## config.mk

```make
export PLATFORM = sky130hd
export DESIGN_NAME = branch_predictor
export DESIGN_NICKNAME = d
export VERILOG_FILES = /design/src/rtl/branch_predictor.sv
export SDC_FILE = /design/constraint.sdc
export NUM_CORES = 2
export LEC_CHECK = 0
export BUFFER_PORTS_ARGS = -buffer_cell sky130_fd_sc_hd__clkbuf_2
export CAP_MARGIN = 20
export CORE_ASPECT_RATIO = 0.75
export CORE_MARGIN = 3
export CORE_UTILIZATION = 57
export CTS_CLUSTER_SIZE = 16
export DETAILED_ROUTE_END_ITERATION = 8
export PLACE_DENSITY = 0.76
export SETUP_SLACK_MARGIN = 0.3
export SYNTH_ARGS = -nofsm -noshare
export SYNTH_HDL_FRONTEND = slang
export SYNTH_SLANG_ARGS = --single-unit
```

## constraint.sdc

```tcl
create_clock -name clk -period 6.5 [get_ports clk]
set_input_delay 1.3 -clock clk [delete_from_list [all_inputs] [get_ports clk]]
set_output_delay 1.3 -clock clk [all_outputs]
set_load 0.02 [all_outputs]
```

## src/rtl/branch_predictor.sv

```systemverilog
// Direct-mapped branch predictor: tagged table of saturating counters and targets,
// combinational lookup, one update per cycle, saturating mispredict counter.
// Optional feature macro: BP_GHR_EN (XOR a non-speculative global history into the index).
module branch_predictor #(
    parameter int unsigned PC_W    = 32,
    parameter int unsigned ENTRIES = 64,
    parameter int unsigned CTR_W   = 2,
    parameter int unsigned GHR_W   = 6
) (
    input  logic            clk,
    input  logic            rst,
    input  logic [PC_W-1:0] lookup_pc,
    input  logic            lookup_is_branch,
    output logic            predict_taken,
    output logic [PC_W-1:0] predict_target,
    input  logic            update_valid,
    input  logic [PC_W-1:0] update_pc,
    input  logic            update_taken,
    input  logic [PC_W-1:0] update_target,
    input  logic            update_mispredict,
    output logic [15:0]     mispredict_cnt
);
    localparam int unsigned IDX_W = $clog2(ENTRIES);
    localparam int unsigned TAG_W = PC_W - IDX_W - 2;
    localparam logic [CTR_W-1:0] CtrWeakT  = CTR_W'(1 << (CTR_W - 1));
    localparam logic [CTR_W-1:0] CtrWeakNt = CTR_W'((1 << (CTR_W - 1)) - 1);
    localparam logic [CTR_W-1:0] CtrMax    = '1;

    if (ENTRIES < 4 || (ENTRIES & (ENTRIES - 1)) != 0) begin : g_bad_entries
        $error("branch_predictor: ENTRIES must be a power of two >= 4");
    end
    if (CTR_W < 1 || CTR_W > 4) begin : g_bad_ctr_w
        $error("branch_predictor: CTR_W must be in 1..4");
    end
    if (PC_W <= IDX_W + 2) begin : g_bad_pc_w
        $error("branch_predictor: PC_W too small for ENTRIES");
    end

    logic             valid_q [ENTRIES];
    logic             valid_d [ENTRIES];
    logic [CTR_W-1:0] ctr_q   [ENTRIES];
    logic [CTR_W-1:0] ctr_d   [ENTRIES];
    logic [TAG_W-1:0] tag_q   [ENTRIES];
    logic [TAG_W-1:0] tag_d   [ENTRIES];
    logic [PC_W-1:0]  tgt_q   [ENTRIES];
    logic [PC_W-1:0]  tgt_d   [ENTRIES];
    logic [15:0]      cnt_q, cnt_d;

    logic [IDX_W-1:0] lk_idx, up_idx;
    logic [TAG_W-1:0] lk_tag, up_tag;
    logic             lk_hit, up_hit;

    // Low PC bits are never part of index or tag.
    logic unused_pc_lsbs;
    assign unused_pc_lsbs = ^{lookup_pc[1:0], update_pc[1:0]};

`ifdef BP_GHR_EN
    if (GHR_W < 1 || GHR_W > IDX_W) begin : g_bad_ghr_w
        $error("branch_predictor: GHR_W must be in 1..log2(ENTRIES)");
    end

    logic [GHR_W-1:0] ghr_q, ghr_d;

    // Both lookup and update hash with the current (pre-update) history.
    assign lk_idx = lookup_pc[IDX_W+1:2] ^ IDX_W'(ghr_q);
    assign up_idx = update_pc[IDX_W+1:2] ^ IDX_W'(ghr_q);

    // History shifts in the resolved outcome at the LSB on every update.
    always_comb begin
        ghr_d = ghr_q;
        if (update_valid) begin
            ghr_d = GHR_W'({ghr_q, update_taken});
        end
    end

    // History register, cleared by reset.
    always_ff @(posedge clk or posedge rst) begin
        if (rst) begin
            ghr_q <= '0;
        end else begin
            ghr_q <= ghr_d;
        end
    end
`else
    localparam int unsigned unused_ghr_w = GHR_W;

    assign lk_idx = lookup_pc[IDX_W+1:2];
    assign up_idx = update_pc[IDX_W+1:2];
`endif

    assign lk_tag = lookup_pc[PC_W-1:IDX_W+2];
    assign up_tag = update_pc[PC_W-1:IDX_W+2];
    assign lk_hit = valid_q[lk_idx] && (tag_q[lk_idx] == lk_tag);
    assign up_hit = valid_q[up_idx] && (tag_q[up_idx] == up_tag);

    // Zero-latency prediction from the registered table (no same-cycle bypass).
    always_comb begin
        predict_taken  = lookup_is_branch && lk_hit && ctr_q[lk_idx][CTR_W-1];
        predict_target = predict_taken ? tgt_q[lk_idx] : lookup_pc + PC_W'(4);
        mispredict_cnt = cnt_q;
    end

    // Table next state: train on hit, allocate (evicting) on miss.
    always_comb begin
        valid_d = valid_q;
        ctr_d   = ctr_q;
        tag_d   = tag_q;
        tgt_d   = tgt_q;
        if (update_valid) begin
            valid_d[up_idx] = 1'b1;
            tag_d[up_idx]   = up_tag;
            if (up_hit) begin
                if (update_taken) begin
                    if (ctr_q[up_idx] != CtrMax) ctr_d[up_idx] = ctr_q[up_idx] + CTR_W'(1);
                end else if (ctr_q[up_idx] != '0) begin
                    ctr_d[up_idx] = ctr_q[up_idx] - CTR_W'(1);
                end
            end else begin
                ctr_d[up_idx] = update_taken ? CtrWeakT : CtrWeakNt;
            end
            if (update_taken) begin
                tgt_d[up_idx] = update_target;
            end
        end
    end

    // Mispredict counter next state, saturating at all-ones.
    always_comb begin
        cnt_d = cnt_q;
        if (update_valid && update_mispredict && cnt_q != 16'hFFFF) begin
            cnt_d = cnt_q + 16'd1;
        end
    end

    // Valid bits, counters and mispredict count; reset takes effect immediately.
    always_ff @(posedge clk or posedge rst) begin
        if (rst) begin
            for (int i = 0; i < int'(ENTRIES); i++) begin
                valid_q[i] <= 1'b0;
                ctr_q[i]   <= CtrWeakNt;
            end
            cnt_q <= '0;
        end else begin
            valid_q <= valid_d;
            ctr_q   <= ctr_d;
            cnt_q   <= cnt_d;
        end
    end

    // Tags and targets are qualified by valid, so they need no reset.
    always_ff @(posedge clk) begin
        tag_q <= tag_d;
        tgt_q <= tgt_d;
    end

endmodule

```

Word-level counts from Yosys, hierarchy flattened
Index checks and enable logic that the tools add are counted.
{ "word_totals": {"elab_cells": 323, "latch_bits": 0, "mem_count": 0, "output_inout_bits": 49, "ramBits": 0, "rom_bits": 0, "in_bits": 102, "regBits": 3792} }
{ "classes": {"div": 0, "addsub": 4, "magnitude_cmp": 3, "bitwise": 3, "n_mux": 40, "shift": 0, "n_mul": 0, "n_eq_ne": 6, "reduce_logical": 10} }
{ "op_table": {"columns": ["cell", "count"], "rows": [
  ["bitwise mux 2048 bit", 1],
  ["bitwise mux 1536 bit", 1],
  ["two-way mux 128 bit", 4],
  ["bitwise mux 128 bit", 3],
  ["binary-select mux 24 bit (select 6 bit)", 2],
  ["binary-select mux 32 bit (select 6 bit)", 1],
  ["demux 32 bit (select 6 bit)", 1],
  ["demux 24 bit (select 6 bit)", 1],
  ["two-way mux 32 bit", 4],
  ["two-way mux 24 bit", 5],
  ["OR 64 bit", 1],
  ["equality test 24 bit", 2],
  ["adder 32 x 3 -> 32 bit (second input constant)", 1],
  ["binary-select mux 2 bit (select 6 bit)", 2],
  ["adder 16 x 1 -> 16 bit (second input constant)", 1],
  ["!= test 16 bit (second input constant)", 1],
  ["greater-or-equal comparator 7 bit (second input constant)", 2],
  ["NOT 6 -> 7 bit", 2],
  ["binary-select mux 1 bit (select 6 bit)", 2],
  ["demux 2 bit (select 6 bit)", 1],
  ["two-way mux 2 bit", 6],
  ["logical AND 1 bit", 7],
  ["< comparator 7 x 1 -> 1 bit (second input constant)", 1],
  ["demux 1 bit (select 6 bit)", 1],
  ["8 further kinds", 13]
]} }

Longest topological paths before layout
{ "logic_depth": {"word_depth": 9, "ltp_mapped": 21, "ltp_nobuf": 13} }

Worst setup path before layout
No wires, ideal clock.
{ "synth_path": {"kind": "input to output", "start": "input port lookup_pc[3]", "end": "output port predict_taken", "stages": 14, "path_slack_ns": -0.133, "t_arrival_ns": 5.333, "path_buffers": 5, "path_cell_list": "clkbuf_1 clkbuf_1 clkbuf_1 buf_1 buf_1 mux4_2 mux4_2 nand2_1 a21oi_1 a221oi_1 xor2_1 nand4_1 or3_1 nor4_1"} }
{ "synth_between": {"elab_chain_cells": 8} }
{ "synth_lines": {"columns": ["item", "line", "text"], "rows": [
  ["start, declared", "12", "input logic [PC_W-1:0] lookup_pc,"],
  ["NOT 6 -> 7 bit (implied by the code) *", "93, 98", null],
  ["binary-select mux 24 bit (select 6 bit)", "93", "assign lk_hit = valid_q[lk_idx] && (tag_q[lk_idx] == lk_tag);"],
  ["two-way mux 24 bit (implied by the code) (2 in a row)", "93", null],
  ["equality test 24 bit", "93", null],
  ["logical AND 1 bit", "93", null],
  ["logical AND 1 bit", "98", "predict_taken = lookup_is_branch && lk_hit && ctr_q[lk_idx][CTR_W-1];"],
  ["logical AND 1 bit *", "98", null],
  ["end, declared", "14", "output logic predict_taken,"]
]} }
Every way passes the cells marked *; elsewhere a longest branch is shown, timed or not. The select of a mux whose other input is x is not followed.

Worst setup path in the final report
{ "layout_path": {"start": "input port lookup_pc[2]", "end": "output port predict_target[5]"} }
{ "layout_between": {"elab_chain_cells": 9} }
{ "layout_lines": {"columns": ["item", "line", "text"], "rows": [
  ["NOT 6 -> 7 bit (implied by the code)", "93, 98, 99", null],
  ["binary-select mux 24 bit (select 6 bit)", "93", null],
  ["two-way mux 24 bit (implied by the code) (2 in a row)", "93", null],
  ["equality test 24 bit", "93", null],
  ["logical AND 1 bit", "93", null],
  ["logical AND 1 bit (2 in a row)", "98", null],
  ["two-way mux 32 bit *", "99", "predict_target = predict_taken ? tgt_q[lk_idx] : lookup_pc + PC_W'(4);"],
  ["end, declared", "15", "output logic [PC_W-1:0] predict_target,"]
]} }
Marked as above.

==> out/qor.yml <==
grt_pass1_vias: 93579
drt-total-wl_um: 549000
wire_per_inst_um: 44.0
power_leakage_nw: 59.9
drive_gt1_frac: 0.377
cp.arrival_ps: 5120
row_count: 168
synth.avg_cell_area_um2: 20.7
antenna_found_initial: 32
die_y_um: 467
worst_slack_ps: 77.7
initial_utilization: 0.575
clk_path_buf_depth: 4
numPortBuffers: 148
final_common_cell: "edfxtp_1"
clock-sinks: 3792
ys.flop_type: "edfxtp_1"
clock_latency_ps: 930
final_core_util: 0.661
worstSetupPathType: "input pin to output port"
ant_nets: 0
htreeDepth: 5
numCtsBuffers: 360
die_area_mm2: 0.289
coreArea_mm2: 0.280
drc: 0
ys_ff_latch: 3792
vias: 96503
dp_slack_ps: -337
via_per_inst: 7.73
finalSetupViolCount: 0
grt.total_usage: 0.378
final.fill_count: 17547
fin_setup_tns_ps: 0
syn_to_final_growth_pct: 15.0
io_pins: 151
syn_area_mm2: 0.161
synth_cell_types: 90
cp_max_fo: 8
finalMaxSlewViolations: 0
cp.required_ps: 5200
rsz0062_at_grt: "true"
finalHoldViolations: 0
maxCapViolations: 0
async_flop_share: 0.0549
finalCritPeriodShare: 0.988
yosysWarningCount: 0
cts-root-buf: "clkbuf_16"
yosysSeqAreaShare: 0.700
die_w_um: 620
grt_max_degree: 138
nNetsFinal: 8540
hold_path_class: "input pin to asynchronous set/reset pin"
final_cells: 12477
multi_input_area_mm2: 0.0466
worst_setup_path_start_kind: "input pin"
cts_tree: "yes"
fmax_mhz: 156
synth_cells: 7774
dp_hpwl_um: 315000
worst_slew_pin_slew_ps: 1300
first_pass_iters: 7
overflow: 0
ff_latch_area_mm2: 0.113
synth_nets: 7880
ir_drop_mv: 0.238
place_congestion: 0.957
endpoint_kind: "output port"
drt_iter0_drc: 19833
slew_headroom: 0.131
status: "completed"
grt_pass1_wl_um: 750000
synth-edff-count: 3584
final_cell_mix: "edfxtp_1 (3,584), mux4_2 (1,333), buf_4 (492), clkbuf_16 (371), mux2i_1 (233)"
clkSlewWorstSetupHoldPaths_ps: 60
power.density_mw_per_mm2: 287
clock_skew_ps: 49.2
dp_cells: 11720
min_period_ps: 6420
-- critical path, stage by stage --
cell and delay [ps]:
buf_16 170, buf_16 180, buf_4 160, buf_6 140, mux4_2 520, mux4_2 460, mux4_2 620, xnor2_2 240
nand2_2 80, nor4_2 260, nand4_1 140, buf_6 190, buf_12 160, mux2_4 330, buf_8 140
-- what timing repair did --
| item | in CTS | in global routing |
|---|---|---|
| setup endpoints to repair | 33 | 33 |
| buffers inserted | 38 | 5 |
| hold buffers | 0 | 0 |
| gates resized for setup | 90 | 109 |
| pin swaps | 15 | 14 |
| gates cloned | 16 | 2 |
-- registers in the layout, indices dropped and copies added (netlist names) --
name	flops
ctr_q	128
mispredict_cnt	16
tag_q	1536
tgt_q	2048
valid_q	64
-- Yosys cell counts (all sizes together) (31+ instances only) --
cell type / instances / share of area
xor2: 35 / 0.0019
nand3: 64 / 0.0020
a2bb2oi: 128 / 0.0093
nand2: 167 / 0.0039
edfxtp: 3584 / 0.67
nor3: 128 / 0.0040
o22ai: 85 / 0.0033
a22oi: 142 / 0.0066
a21oi: 92 / 0.0029
mux2i: 238 / 0.015
xnor2: 54 / 0.0029
o21ai: 95 / 0.0030
nor2: 121 / 0.0029
clkbuf: 270 / 0.0063
mux2: 152 / 0.011
buf: 303 / 0.011
dfstp: 64 / 0.010
a31oi: 34 / 0.0013
mux4: 1333 / 0.19
dfrtp: 144 / 0.022
a22o: 31 / 0.0017
a221oi: 105 / 0.0058
or2: 68 / 0.0027
-- power breakdown --
group / leakage [nW] / switching [mW] / internal [mW] / total [mW]
registers: 34.7 / 0.290 / 27.1 / 27.4
clock network: 5.69 / 9.29 / 11.9 / 21.2
logic: 19.5 / 2.67 / 1.97 / 4.65
-- layer usage --
| metal | global-route usage | up-vias | part of all wire |
|---|---|---|---|
| li1 | - | 34771 | - |
| met1 | 0.522 | 49879 | 0.34 |
| met2 | 0.519 | 10141 | 0.42 |
| met3 | 0.169 | 1690 | 0.18 |
| met4 | 0.173 | 22 | 0.057 |
| met5 | 0 | - | 0.00067 |
-- area by class of cell --
| class | count | share of cell area |
|---|---|---|
| antenna | 26 | 0.000351 |
| clock inverter | 196 | 0.0105 |
| clock buffer | 443 | 0.0519 |
| sequential | 3792 | 0.609 |
| multi-input combinational | 3396 | 0.251 |
| inverter | 13 | 0.000331 |
| timing repair buffer | 871 | 0.0515 |
| tap | 3740 | 0.0252 |
-- final timing paths --
| kind | slack [ps] | from | to | depth (start not counted) |
|---|---|---|---|---|
| max | 80 | lookup_pc[2] | predict_target[5] | 15 |
| min | 360 | rst | mispredict_cnt[4]$_DFFE_PP0P_ | 2 |
| max reg2reg | 1860 | tag_q[1221]$_DFFE_PP_ | ctr_q[86]$_DFFE_PP1P_ | 13 |
| min reg2reg | 490 | mispredict_cnt[6]$_DFFE_PP0P_ | mispredict_cnt[6]$_DFFE_PP0P_ | 1 |
| max in group asynchronous | 4950 | rst | valid_q[5]$_DFFE_PP0P_ | 3 |
| min in group clk | 490 | mispredict_cnt[6]$_DFFE_PP0P_ | mispredict_cnt[6]$_DFFE_PP0P_ | 1 |
-- stage by stage --
step                      total power, mW  hold slack [ps]  area (um2)
after detailed placement             32.2              479      171000
after global routing                 54.4              344      185000
after global placement               32.1              474      171000
after floorplan                      30.3              449      161000
after CTS                            53.1              330      184000
final                                53.3              364      185000
-- kinds of logic after synthesis --
group	synth area share
compound gates	0.0422
xor+xnor	0.00484
simple gates	0.0228
fa+ha+maj	0.000310
buf+inv	0.0178
mux	0.212
flops	0.700
(Power assumes the default switching activity.)
